==> src/rtl/aig_seq_eval.sv <==
// Sequential And-Inverter-Graph evaluator. It holds a programmable node table,
// evaluates one AND node per cycle, and returns the selected output literals.
module aig_seq_eval #(
    parameter  int NUM_PI    = 3,
    parameter  int NUM_PO    = 4,
    parameter  int MAX_NODES = 32,
    localparam int VAL_N     = 1 + NUM_PI + MAX_NODES,
    localparam int IDX_W     = $clog2(VAL_N),
    localparam int LIT_W     = IDX_W + 1,
    localparam int ADDR_W    = (MAX_NODES > 1) ? $clog2(MAX_NODES) : 1,
    localparam int PO_W      = (NUM_PO > 1) ? $clog2(NUM_PO) : 1,
    localparam int NUM_W     = $clog2(MAX_NODES + 1)
) (
    input  logic              clk,
    input  logic              rst_n,
    input  logic              cfg_node_we,
    input  logic [ADDR_W-1:0] cfg_addr,
    input  logic [LIT_W-1:0]  cfg_lit0,
    input  logic [LIT_W-1:0]  cfg_lit1,
    input  logic              cfg_po_we,
    input  logic [PO_W-1:0]   cfg_po_idx,
    input  logic [LIT_W-1:0]  cfg_po_lit,
    input  logic              cfg_num_we,
    input  logic [NUM_W-1:0]  cfg_num_nodes,
    input  logic              in_valid,
    output logic              in_ready,
    input  logic [NUM_PI-1:0] in_vec,
    output logic              out_valid,
    input  logic              out_ready,
    output logic [NUM_PO-1:0] out_vec,
    output logic              busy,
    output logic              err
);

    localparam int LIM_W = IDX_W + 1;

    typedef enum logic [1:0] {IDLE, EVAL, DONE} state_t;

    state_t             r_state;
    state_t             w_stateNext;
    logic [LIT_W-1:0]   r_lit0  [MAX_NODES];
    logic [LIT_W-1:0]   r_lit1  [MAX_NODES];
    logic [LIT_W-1:0]   r_poLit [NUM_PO];
    logic [NUM_W-1:0]   r_numNodes;
    logic [ADDR_W-1:0]  r_k;
    logic [VAL_N-1:0]   r_val;
    logic [NUM_PO-1:0]  r_outVec;
    logic               r_err;

    logic               w_idle;
    logic               w_eval;
    logic               w_accept;
    logic               w_cfgAny;
    logic               w_numOver;
    logic [NUM_W-1:0]   w_numSat;
    logic [NUM_W-1:0]   w_numEff;
    logic               w_lastNode;
    logic [LIT_W-1:0]   w_lit0;
    logic [LIT_W-1:0]   w_lit1;
    logic [LIM_W-1:0]   w_limit;
    logic               w_oor0;
    logic               w_oor1;
    logic               w_nodeVal;
    logic [VAL_N-1:0]   w_valNext;
    logic [LIT_W-1:0]   w_poLitEff [NUM_PO];
    logic [NUM_PO-1:0]  w_poVec;
    logic               w_loadOut;
    logic               w_errSet;

    function automatic logic litVal(input logic [VAL_N-1:0] vals, input logic [LIT_W-1:0] lit);
        logic [IDX_W-1:0] idx;
        idx = lit[LIT_W-1:1];
        if (int'(idx) < VAL_N) begin
            return vals[idx] ^ lit[0];
        end
        return lit[0];
    endfunction

    assign w_idle     = (r_state == IDLE);
    assign w_eval     = (r_state == EVAL);
    assign w_accept   = w_idle && in_valid;
    assign w_cfgAny   = cfg_node_we || cfg_po_we || cfg_num_we;
    assign w_numOver  = (cfg_num_nodes > NUM_W'(MAX_NODES));
    assign w_numSat   = w_numOver ? NUM_W'(MAX_NODES) : cfg_num_nodes;
    assign w_numEff   = (w_idle && cfg_num_we) ? w_numSat : r_numNodes;
    assign w_lastNode = w_eval && ((NUM_W'(r_k) + NUM_W'(1)) == r_numNodes);
    assign w_loadOut  = (w_accept && (w_numEff == '0)) || w_lastNode;

    // A fanin pointing at a node not yet evaluated this pass contributes 0 to the AND.
    assign w_lit0    = r_lit0[r_k];
    assign w_lit1    = r_lit1[r_k];
    assign w_limit   = LIM_W'(NUM_PI + 1) + LIM_W'(r_k);
    assign w_oor0    = ({1'b0, w_lit0[LIT_W-1:1]} >= w_limit);
    assign w_oor1    = ({1'b0, w_lit1[LIT_W-1:1]} >= w_limit);
    assign w_nodeVal = (w_oor0 ? 1'b0 : litVal(r_val, w_lit0)) &
                       (w_oor1 ? 1'b0 : litVal(r_val, w_lit1));

    assign w_errSet = (!w_idle && w_cfgAny) ||
                      (w_idle && cfg_num_we && w_numOver) ||
                      (w_eval && (w_oor0 || w_oor1));

    // Value vector as it will look after this edge, so the result register
    // can capture outputs that depend on the node finishing this cycle.
    always_comb begin
        w_valNext = r_val;
        if (w_accept) begin
            w_valNext = VAL_N'({in_vec, 1'b0});
        end else if (w_eval) begin
            w_valNext[NUM_PI + 1 + int'(r_k)] = w_nodeVal;
        end
    end

    always_comb begin
        for (int j = 0; j < NUM_PO; j++) begin
            w_poLitEff[j] = r_poLit[j];
            if (w_idle && cfg_po_we && (int'(cfg_po_idx) == j)) begin
                w_poLitEff[j] = cfg_po_lit;
            end
            w_poVec[j] = litVal(w_valNext, w_poLitEff[j]);
        end
    end

    always_comb begin
        w_stateNext = r_state;
        case (r_state)
            IDLE: begin
                if (in_valid) begin
                    w_stateNext = (w_numEff == '0) ? DONE : EVAL;
                end
            end
            EVAL: begin
                if (w_lastNode) begin
                    w_stateNext = DONE;
                end
            end
            DONE: begin
                if (out_ready) begin
                    w_stateNext = IDLE;
                end
            end
            default: w_stateNext = IDLE;
        endcase
    end

    always_ff @(posedge clk or negedge rst_n) begin
        if (!rst_n) begin
            r_state <= IDLE;
        end else begin
            r_state <= w_stateNext;
        end
    end

    always_ff @(posedge clk or negedge rst_n) begin
        if (!rst_n) begin
            for (int n = 0; n < MAX_NODES; n++) begin
                r_lit0[n] <= '0;
                r_lit1[n] <= '0;
            end
            for (int j = 0; j < NUM_PO; j++) begin
                r_poLit[j] <= '0;
            end
            r_numNodes <= '0;
        end else if (w_idle) begin
            if (cfg_node_we) begin
                r_lit0[cfg_addr] <= cfg_lit0;
                r_lit1[cfg_addr] <= cfg_lit1;
            end
            if (cfg_po_we) begin
                r_poLit[cfg_po_idx] <= cfg_po_lit;
            end
            if (cfg_num_we) begin
                r_numNodes <= w_numSat;
            end
        end
    end

    always_ff @(posedge clk or negedge rst_n) begin
        if (!rst_n) begin
            r_val    <= '0;
            r_k      <= '0;
            r_outVec <= '0;
            r_err    <= 1'b0;
        end else begin
            if (w_accept) begin
                r_val <= w_valNext;
                r_k   <= '0;
            end else if (w_eval) begin
                r_val <= w_valNext;
                if (!w_lastNode) begin
                    r_k <= r_k + ADDR_W'(1);
                end
            end
            if (w_loadOut) begin
                r_outVec <= w_poVec;
            end
            if (w_errSet) begin
                r_err <= 1'b1;
            end
        end
    end

    assign in_ready  = w_idle;
    assign out_valid = (r_state == DONE);
    assign busy      = !w_idle;
    assign out_vec   = r_outVec;
    assign err       = r_err;

endmodule

==> config.mk <==
export PLATFORM = sky130hd
export DESIGN_NAME = aig_seq_eval
export DESIGN_NICKNAME = d
export VERILOG_FILES = /design/src/rtl/aig_seq_eval.sv
export SDC_FILE = /design/constraint.sdc
export NUM_CORES = 1
export LEC_CHECK = 0
export CAP_MARGIN = 20
export CORE_MARGIN = 4
export CORE_UTILIZATION = 50
export DETAILED_ROUTE_END_ITERATION = 6
export PLACE_DENSITY_LB_ADDON = 0.2
export RECOVER_POWER = 100
export SLEW_MARGIN = 20
export SYNTH_ARGS = -nofsm -noshare
export SYNTH_HDL_FRONTEND = slang
export SYNTH_SLANG_ARGS = --single-unit
==> constraint.sdc <==
create_clock -name clk -period 9.6 [get_ports clk]
set_input_delay 0.96 -clock clk [delete_from_list [all_inputs] [get_ports clk]]
set_output_delay 0.96 -clock clk [all_outputs]
set_load 0.01 [all_outputs]
* Word-level counts from Yosys, hierarchy flattened
Cells that the tools add are included.
** Word-level totals
- Register bits :: 530
- Input bits :: 44
- Output and inout port bits :: 8
** Operators by class
- Add/sub/neg operators :: 4
- $lt $le $gt $ge :: 22
- Equality and inequality tests :: 10
- Muxes and demuxes :: 66
- Bitwise gates (word level) :: 10
- Reductions and logical operators :: 31
** Operators by type and width (count)
- bitwise mux 224 bit :: 2
- 2-to-1 mux 36 bit :: 4
- binary-select mux 7 bit (select 5 bit) :: 2
- 2-to-1 mux 7 bit :: 10
- less-than comparator 6 x 7 -> 1 bit, second input constant :: 7
- binary-select mux 1 bit (select 6 bit) :: 6
- bitwise mux 36 bit :: 1
- less-than comparator 6 bit, second input constant :: 6
- demux 7 bit (select 5 bit) :: 1
- bitwise mux 28 bit :: 1
- 2-to-1 mux 1 bit :: 27
- logical AND 1 bit :: 15
- 2-to-1 mux 5 bit :: 3
- demux 7 bit (select 2 bit) :: 1
- adder 3 x 5 -> 6 bit, first input constant :: 2
- >= comparator 6 bit :: 2
- >= comparator 6 bit, second input constant :: 2
- 2-to-1 mux 6 bit :: 2
- inverter 5 -> 6 bit :: 2
- 2-to-1 mux 2 bit :: 4
- AND reduction 2 bit :: 4
- adder 5 x 1 -> 6 bit, second input constant :: 1
- demux 1 bit (select 6 bit) :: 1
- equality test 2 bit, second input constant :: 3
- other kinds (20) :: 34

* Depth between registers and ports, before layout
Gate-level depths: netlist of run 1.
- Depth in word-level cells :: 19
- Depth in mapped cells :: 31
- Depth with buffers taken out :: 23

* Worst setup path after synthesis of run 1
Ideal clock, no wire load.
- Kind :: register -> register
- Start point :: register r_k[0]
- End point :: register r_outVec[0], in the netlist out_vec[0]
- Library setup time :: 0.094 ns
- Arrival time :: 5.247 ns
- Required time :: 9.506 ns
- Slack :: 4.259 ns
- Stages on the path, launching flop included :: 28
- Period minus slack after synthesis :: 5.341 ns
- Cell sequence :: dfrtp_1 -> buf_6 -> buf_4 -> buf_4 -> mux2_2 -> a221o_1 -> o21ai_0 -> o211ai_1 -> a22oi_4 -> ha_1 -> nand2b_1 -> a21o_1 -> a21o_1 -> a21oi_1 -> nor2b_1 -> o21ai_0 -> and3_1 -> inv_1 -> nor2_1 -> mux2i_1 -> buf_2 -> buf_2 -> buf_2 -> nor2_1 -> a31oi_1 -> or4_1 -> a31o_1 -> a211oi_1
** Between the ends
- Word-level cells in the longest chain between the ends :: 19
** Ends and longest elaborated chain
- start, declared :: RTL line 45 : logic [ADDR_W-1:0] r_k;
- start signal, assigned :: RTL line 190 : r_k <= r_k + ADDR_W'(1);
- inverter 5 -> 6 bit (not written as such) :: RTL line 90, 91
- binary-select mux 7 bit (select 5 bit) (on tied branches) :: RTL line 90, 91
- 2-to-1 mux 7 bit (on tied branches) (2 in series) :: RTL line 90, 91
- binary-select mux 1 bit (select 6 bit) :: RTL line 74 : return vals[idx] ^ lit[0];
- 2-to-1 mux 1 bit (not written as such) :: RTL line 74
- bitwise XOR 1 bit :: RTL line 74
- 2-to-1 mux 1 bit :: RTL line 73 : if (int'(idx) < VAL_N) begin
- 2-to-1 mux 1 bit :: RTL line 76 : return lit[0];
- [... 2 more ...]
- bitwise mux 36 bit :: RTL line 109 : w_valNext[NUM_PI + 1 + int'(r_k)] = w_nodeVal;
- 2-to-1 mux 36 bit :: RTL line 108 : end else if (w_eval) begin
- 2-to-1 mux 36 bit :: RTL line 106 : if (w_accept) begin
- binary-select mux 1 bit (select 6 bit) :: RTL line 74
- 2-to-1 mux 1 bit (not written as such) :: RTL line 74
- bitwise XOR 1 bit :: RTL line 74
- 2-to-1 mux 1 bit :: RTL line 73
- 2-to-1 mux 1 bit :: RTL line 76
- end signal, assigned :: RTL line 194 : r_outVec <= w_poVec;
- end, declared :: RTL line 47 : logic [NUM_PO-1:0] r_outVec;
Several ways; a longest one is shown, not always the timed one. The select of a mux whose other input is x is not followed.
A chain may end at the register's enable or synchronous reset.

* Final worst setup path of run 1
- Start point :: register r_k[2]
- End point :: register r_outVec[0], in the netlist out_vec[0]
The elaborated chain is that of the path after synthesis.

==> results of run 1 <==
==> synthesized netlist by cell type (26+ instances only) <==
cell / count
inv_1: 39
o22ai_1: 26
nand2_1: 197
mux4_2: 32
a22oi_1: 37
mux2_2: 503
a221oi_1: 35
buf_2: 39
o21ai_0: 63
nand3_1: 65
nor3_1: 33
a21oi_1: 52
dfrtp_1: 530
o31ai_1: 39
clkbuf_1: 117
mux2i_1: 90
nor2_1: 100
==> state kept, by name, indices dropped and copies added (netlist names) <==
name / flops
r_numNodes: 6
r_lit1: 224
r_k: 5
out_vec: 4
r_lit0: 224
r_state: 2
r_poLit: 28
r_val: 36
err: 1
==> metrics by stage <==
step           total power, mW  setup slack [ns]  instances  util, %  hold slack, ns
6_report                  10.4              1.19       3214     56.1           0.501
5_1_grt                   10.9             0.753       3214     56.1           0.509
4_1_cts                   10.3              2.11       3214     56.4           0.433
3_5_place_dp              8.08              2.14       3110     52.9           0.487
3_3_place_gp              7.94              2.21       3109     52.9           0.481
2_1_floorplan             6.42              4.26       2419        -           0.471
==> worst reg2reg max path: cells and delay by family (launching register included) <==
family                   cells  cell delay (ns)
flip-flops                   1             1.21
buffers and inverters        5             1.54
AND/OR/NAND/NOR              9             2.59
adder cells (fa/ha/maj)      1             0.29
multiplexers                 1             0.24
AO/OA/AOI/OAI               10             2.42
==> cells by family after synthesis <==
kind of cell    count (synthesis)
simple gates                  533
buf+inv                       242
fa+ha+maj                      14
mux                           632
xor+xnor                        8
compound gates                460
flops                         530
==> power breakdown <==
| part | internal [mW] | leakage [nW] | switching [mW] |
|---|---|---|---|
| sequential | 2.87 | 7.07 | 0.413 |
| combinational | 1.74 | 5.74 | 3.12 |
| clock | 1.29 | 0.942 | 0.959 |
| total | 5.89 | 13.8 | 4.49 |
==> layout make-up <==
class	count	area (µm²)	share of cell area (%)
clock buffer	81	1670	5.38
clock inverter	23	245	0.792
tap	748	936	3.02
sequential	530	13300	42.9
multi-input combinational	1647	13600	44.0
inverter	45	169	0.546
timing repair buffer	140	1040	3.37
==> routing by layer <==
layer	up-vias	part of all wire (%)	track usage (%)
met2	1101	44	47.0
met5	-	0	0
met3	210	9.9	7.26
li1	9053	-	-
met1	11102	43	45.5
met4	0	3.6	10.5
==> how the worst min path moves through the flow <==
stage / cells after the start / to / startpoint
after floorplan: 1 / r_lit1[51] / r_lit1[51]
after global placement: 1 / r_lit1[59] / r_lit1[59]
final: 1 / r_lit1[67] / r_lit1[67]
after CTS: 1 / r_lit1[197] / rst_n
after detailed placement: 1 / r_lit0[34] / r_lit0[34]
after global routing: 1 / r_lit1[176] / r_lit1[176]
==> run metrics, run 1 <==
outcome=complete, but fails checks; violated checks=max-capacitance violations, max-slew violations; CTS Root Cell=clkbuf_16; YS warnings=0; mux contribution to synthesized area=26.4%; Buf+Inv Stages, Crit Path=5; crit path launch type=register; endpoints failing hold=0; flop-to-flop setup slack=1.19 ns; RSZ-0062 raised after global routing=false; largest net degree at the start of global routing=115; CTS Buf Count=56; Area contributors post-synth=dfrtp_1, mux2_2, mux2i_1; Syn Inst Count=2,419; mean post-synth cell area=11.5 µm²; routed vias=21,466; synthesized area=27,900 µm²; drt pass-1 iters=5; CTS sink count=530; n_diodes=0; largest family of logic cells by synthesized area=multiplexers; worst reg2reg startpoint=r_k[2]; Final setup viols=0; CTS Hold Bufs=0; antenna-violating nets left=0; Final TNS setup=0 ns; Chip Width=244 µm; Congestion Overflow GR=0; Post-synth top flop=dfrtp_1; Reg-to-Reg End=out_vec[0]; antenna violations before repair=1; f_max=119 MHz; Yosys cell types=95; Synth top area share=47.5%; Fill cells=4,694; die area=59,700 µm²; Synth Area in Compound Gates=12.3%; Longest Clk Path Bufs=3; Min-Delay Path Class=register to register; delay-heaviest family, CP=simple AND/OR/NAND/NOR gates; Reg2Reg Depth=26; Top-Level Pins=52; initial drt markers=2,249; post-DR vias/cell=6.68; syn nets=2,477; peak supply drop=0.000276 V; Clock Latency Late Sink=0.63 ns; Core ar.=55,200 µm²; min cycle time layout=8.41 ns; vias in the first global route=21,408; PwrDens=335 nW/µm²; chip height=244 µm; worst-margin pin slew=6.24 ns; max_cap viols=5; Worst Path Required=10.11 ns; P_leak=13.8 nW; Row Count=86; Post-DP HPWL=62,800 µm; IO Port Bufs=51; biggest area consumer among synthesized cells=dfrtp_1; Largest stage delay, worst path=1.21 ns; Synth Area in XOR/XNOR=0.251%; slew margin rel.=-316%; postcts setup bufs=0; critical setup path kind=register to register; DRC errors left=0; gr usage total=31.4%; CP Capture Type=register; overall routed net length=95,200 µm; Post-Synth Simple-Gate Area=9.11%; flops & latches, synth=530; clk slew on worst S/H paths=0.07 ns; adder and majority gate portion of the synthesized area=0.627%; crit path max fanout=47; crit path from=r_k[2]; Worst Skew=0.0291 ns; Final Cycle Share=87.6%; H-tree levels=2; CP max stage cell=dfrtp_1; Crit path arrival time=8.92 ns; area growth from synthesis to layout=10.9%; Pins Over Slew Limit=347; number of synthesized flops with an enable pin=0; critical path depth=26; most common cell after layout, fill and taps aside=dfrtp_1; Placed Area=29,200 µm²; sequential share of the synthesized area=47.5%; first-pass GRT wire length=142,000 µm; Resized Gates After CTS=0; post-synthesis async set-or-reset flop share=100%; routability congestion estimate=0.980; most frequent cells in the layout=dfrtp_1, mux2_2, nand2_1; Final Cell Area=31,000 µm²; # nets final=2,478; share of layout cells above drive strength 1=29.3%; Starting Density=50.6%; TritonCTS clock tree=done; worst setup path end=out_vec[0]; post-DR wirelength/cell=29.6 µm
Power figures use the tool's default switching activity.
==> inputs of run 2 (changes only) <==
--- a/config.mk
+++ b/config.mk
@@ -15,3 +15,4 @@
 export SYNTH_ARGS = -nofsm -noshare
 export SYNTH_HDL_FRONTEND = slang
 export SYNTH_SLANG_ARGS = --single-unit
+export TNS_END_PERCENT = 30
==> results of run 2 <==
Final layout, timing and power as in run 1 (identical DEF).
==> inputs of run 3 (changes only) <==
--- a/config.mk
+++ b/config.mk
@@ -8,9 +8,11 @@
 export CAP_MARGIN = 20
 export CORE_MARGIN = 4
 export CORE_UTILIZATION = 50
+export CTS_CLUSTER_DIAMETER = 40
 export DETAILED_ROUTE_END_ITERATION = 6
 export PLACE_DENSITY_LB_ADDON = 0.2
 export RECOVER_POWER = 100
+export SKIP_LAST_GASP = 1
 export SLEW_MARGIN = 20
 export SYNTH_ARGS = -nofsm -noshare
 export SYNTH_HDL_FRONTEND = slang
==> run metrics, run 3 (synthesis results as in run 1) <==
Resized Gates After CTS=0 (unchanged); met2 Resource Use GR=47.0% (about the same); CTS Buf Count=86 (was 56); overall routed net length=96,300 µm (was 95,200 µm); CTS Root Cell=clkbuf_16 (unchanged); area growth from synthesis to layout=14.6% (was 10.9%); Net Sw Frac=42.0% (was 43.3%); crit path launch type=register (unchanged); Worst Skew=0.0270 ns (was 0.0291 ns); clk slew on worst S/H paths=0.06 ns (was 0.07 ns); max_cap viols=4 (was 5); crit path max fanout=47 (unchanged); Chip Width=244 µm (unchanged); Pins Over Slew Limit=347 (unchanged); critical setup path kind=register to register (unchanged); first-pass GRT wire length=143,000 µm (was 142,000 µm); die area=59,700 µm² (unchanged); RSZ-0062 raised after global routing=false (unchanged); Longest Clk Path Bufs=3 (unchanged); TritonCTS clock tree=done (unchanged); slew margin rel.=-312% (was -316%); Row Count=86 (unchanged); violated checks=max-capacitance violations, max-slew violations (unchanged); Starting Density=50.6% (unchanged); Final TNS setup=0 ns (unchanged); f_max=121 MHz (was 119 MHz); Crit path arrival time=8.81 ns (was 8.92 ns); Top-Level Pins=52 (unchanged); # nets final=2,508 (was 2,478); antenna violations before repair=1 (unchanged); CTS Hold Bufs=0 (unchanged); peak supply drop=0.000280 V (was 0.000276 V); cell count after placement=3,110 (unchanged); Comb pwr share=42.9% (was 46.8%); GRT met3 Usage=8.10% (was 7.26%); largest net degree at the start of global routing=115 (unchanged); share of power burned in registers=29.0% (was 31.6%); Placed Area=29,200 µm² (unchanged); routed vias=21,839 (was 21,466); met1 Resource Use GR=45.3% (was 45.5%); IO Port Bufs=51 (unchanged); Worst Path Required=10.12 ns (was 10.11 ns); Worst Hold Margin=0.497 ns (was 0.501 ns); total power=11.3 mW (was 10.4 mW); DRC errors left=0 (unchanged); outcome=complete, but fails checks (unchanged); internal power=6.57 mW (was 5.89 mW); post-DR vias/cell=6.68 (about the same); vias in the first global route=21,890 (was 21,408); PwrDens=354 nW/µm² (was 335 nW/µm²); P_leak=14.3 nW (was 13.8 nW); H-tree levels=3 (was 2); CP Capture Type=register (unchanged); Clock Latency Late Sink=0.63 ns (about the same); Finished Layout Cells=3,269 (was 3,214); share of layout cells above drive strength 1=30.9% (was 29.3%); Final Cell Area=32,000 µm² (was 31,000 µm²); Top Registers=r_lit0 (224), r_lit1 (224), r_val (36) (unchanged); gr usage total=31.9% (was 31.4%); postcts setup bufs=0 (unchanged); initial drt markers=2,341 (was 2,249); chip height=244 µm (unchanged); Final Cycle Share=86.4% (was 87.6%); clock group share of total power=28.1% (was 21.7%); NetSw=4.75 mW (was 4.49 mW); endpoints failing hold=0 (unchanged); routability congestion estimate=0.980 (unchanged); worst-margin pin slew=6.18 ns (was 6.24 ns); most common cell after layout, fill and taps aside=dfrtp_1 (unchanged); post-DR wirelength/cell=29.5 µm (was 29.6 µm); min cycle time layout=8.30 ns (was 8.41 ns); drt pass-1 iters=6 (was 5); Core ar.=55,200 µm² (unchanged); Congestion Overflow GR=0 (unchanged); n_diodes=0 (unchanged); Min-Delay Path Class=register to register (unchanged); Final setup viols=0 (unchanged); Post-DP HPWL=62,800 µm (unchanged); CTS sink count=530 (unchanged); GR peak layer=met2 (unchanged); antenna-violating nets left=0 (unchanged); most frequent cells in the layout=dfrtp_1, mux2_2, nand2_1 (unchanged)
## run 3: cell types whose count changed in the layout (fill, tap and decap cells not counted), moves of 5 or more
cell / delta
inv_6: +19
clkbuf_16: +31
clkinv_4: +8
clkinvlp_4: +5
clkbuf_8: -13
bufinv_16: +6
## run 3: final timing paths
kind	from	end	slack (ns)	cells after the start
worst min register to register	r_lit1[79]	r_lit1[79]	0.50	1
max in group asynchronous	rst_n	r_lit0[88]	2.52	2
worst max-delay path	r_k[2]	out_vec[0]	1.30	27
worst min-delay path	r_lit1[79]	r_lit1[79]	0.50	1
min in group asynchronous	rst_n	r_lit1[211]	2.62	1
worst max register to register	r_k[2]	out_vec[0]	1.30	27
## run 3: final cells by class
| type | instances | area (µm²) |
|---|---|---|
| Multi-Input combinational cell | 1647 | 13600 |
| Inverter | 45 | 169 |
| Fill cell | 4564 | 23200 |
| Sequential cell | 530 | 13300 |
| Timing Repair Buffer | 140 | 1040 |
| Tap cell | 748 | 936 |
| Clock inverter | 63 | 718 |
| Clock buffer | 96 | 2250 |
## run 3: power by group through the flow
stage               clock network (mW)  logic [mW]  registers (mW)
floorplan                            0        3.31            3.11
global placement                     0        4.67            3.27
detailed placement                   0        4.78            3.30
CTS                               3.21        4.80            3.27
global route                      3.32        5.15            3.34
finish                            3.18        4.86            3.28
## run 3: worst max-delay path, cell delays in order (launching register included)
cell and delay (ns):
dfrtp_1 1.17, buf_4 0.69, nand2b_1 0.83, o22ai_1 0.15, a211oi_1 0.32, a2bb2oi_1 0.24
nand2_1 0.08, buf_4 0.24, inv_2 0.18, ha_1 0.25, nand2b_1 0.14, a21o_1 0.17
a21o_1 0.17, a21oi_1 0.16, nor2b_1 0.07, o21ai_0 0.14, and3_1 0.22, inv_1 0.05
nor2_1 0.18, mux2i_4 0.23, buf_16 0.24, clkbuf_1 0.27, nor2_1 0.79, a31oi_1 0.19
a311oi_1 0.30, nand3_1 0.18, a31o_1 0.25, a211oi_1 0.21
## run 3: stage by stage
stage	setup WS, ns	util (%)
finish	1.30	58.0
global route	0.819	58.0
CTS	2.10	58.3
floorplan	4.26	-
global placement	2.21	52.9
detailed placement	2.14	52.9
## run 3: routing by layer
layer	up-vias	part of all wire (%)	routed length (µm)
li1	9159	-	-
met1	11218	42	40700
met3	273	9.7	9310
met5	-	0	0
met4	0	4.4	4220
met2	1189	44	42000
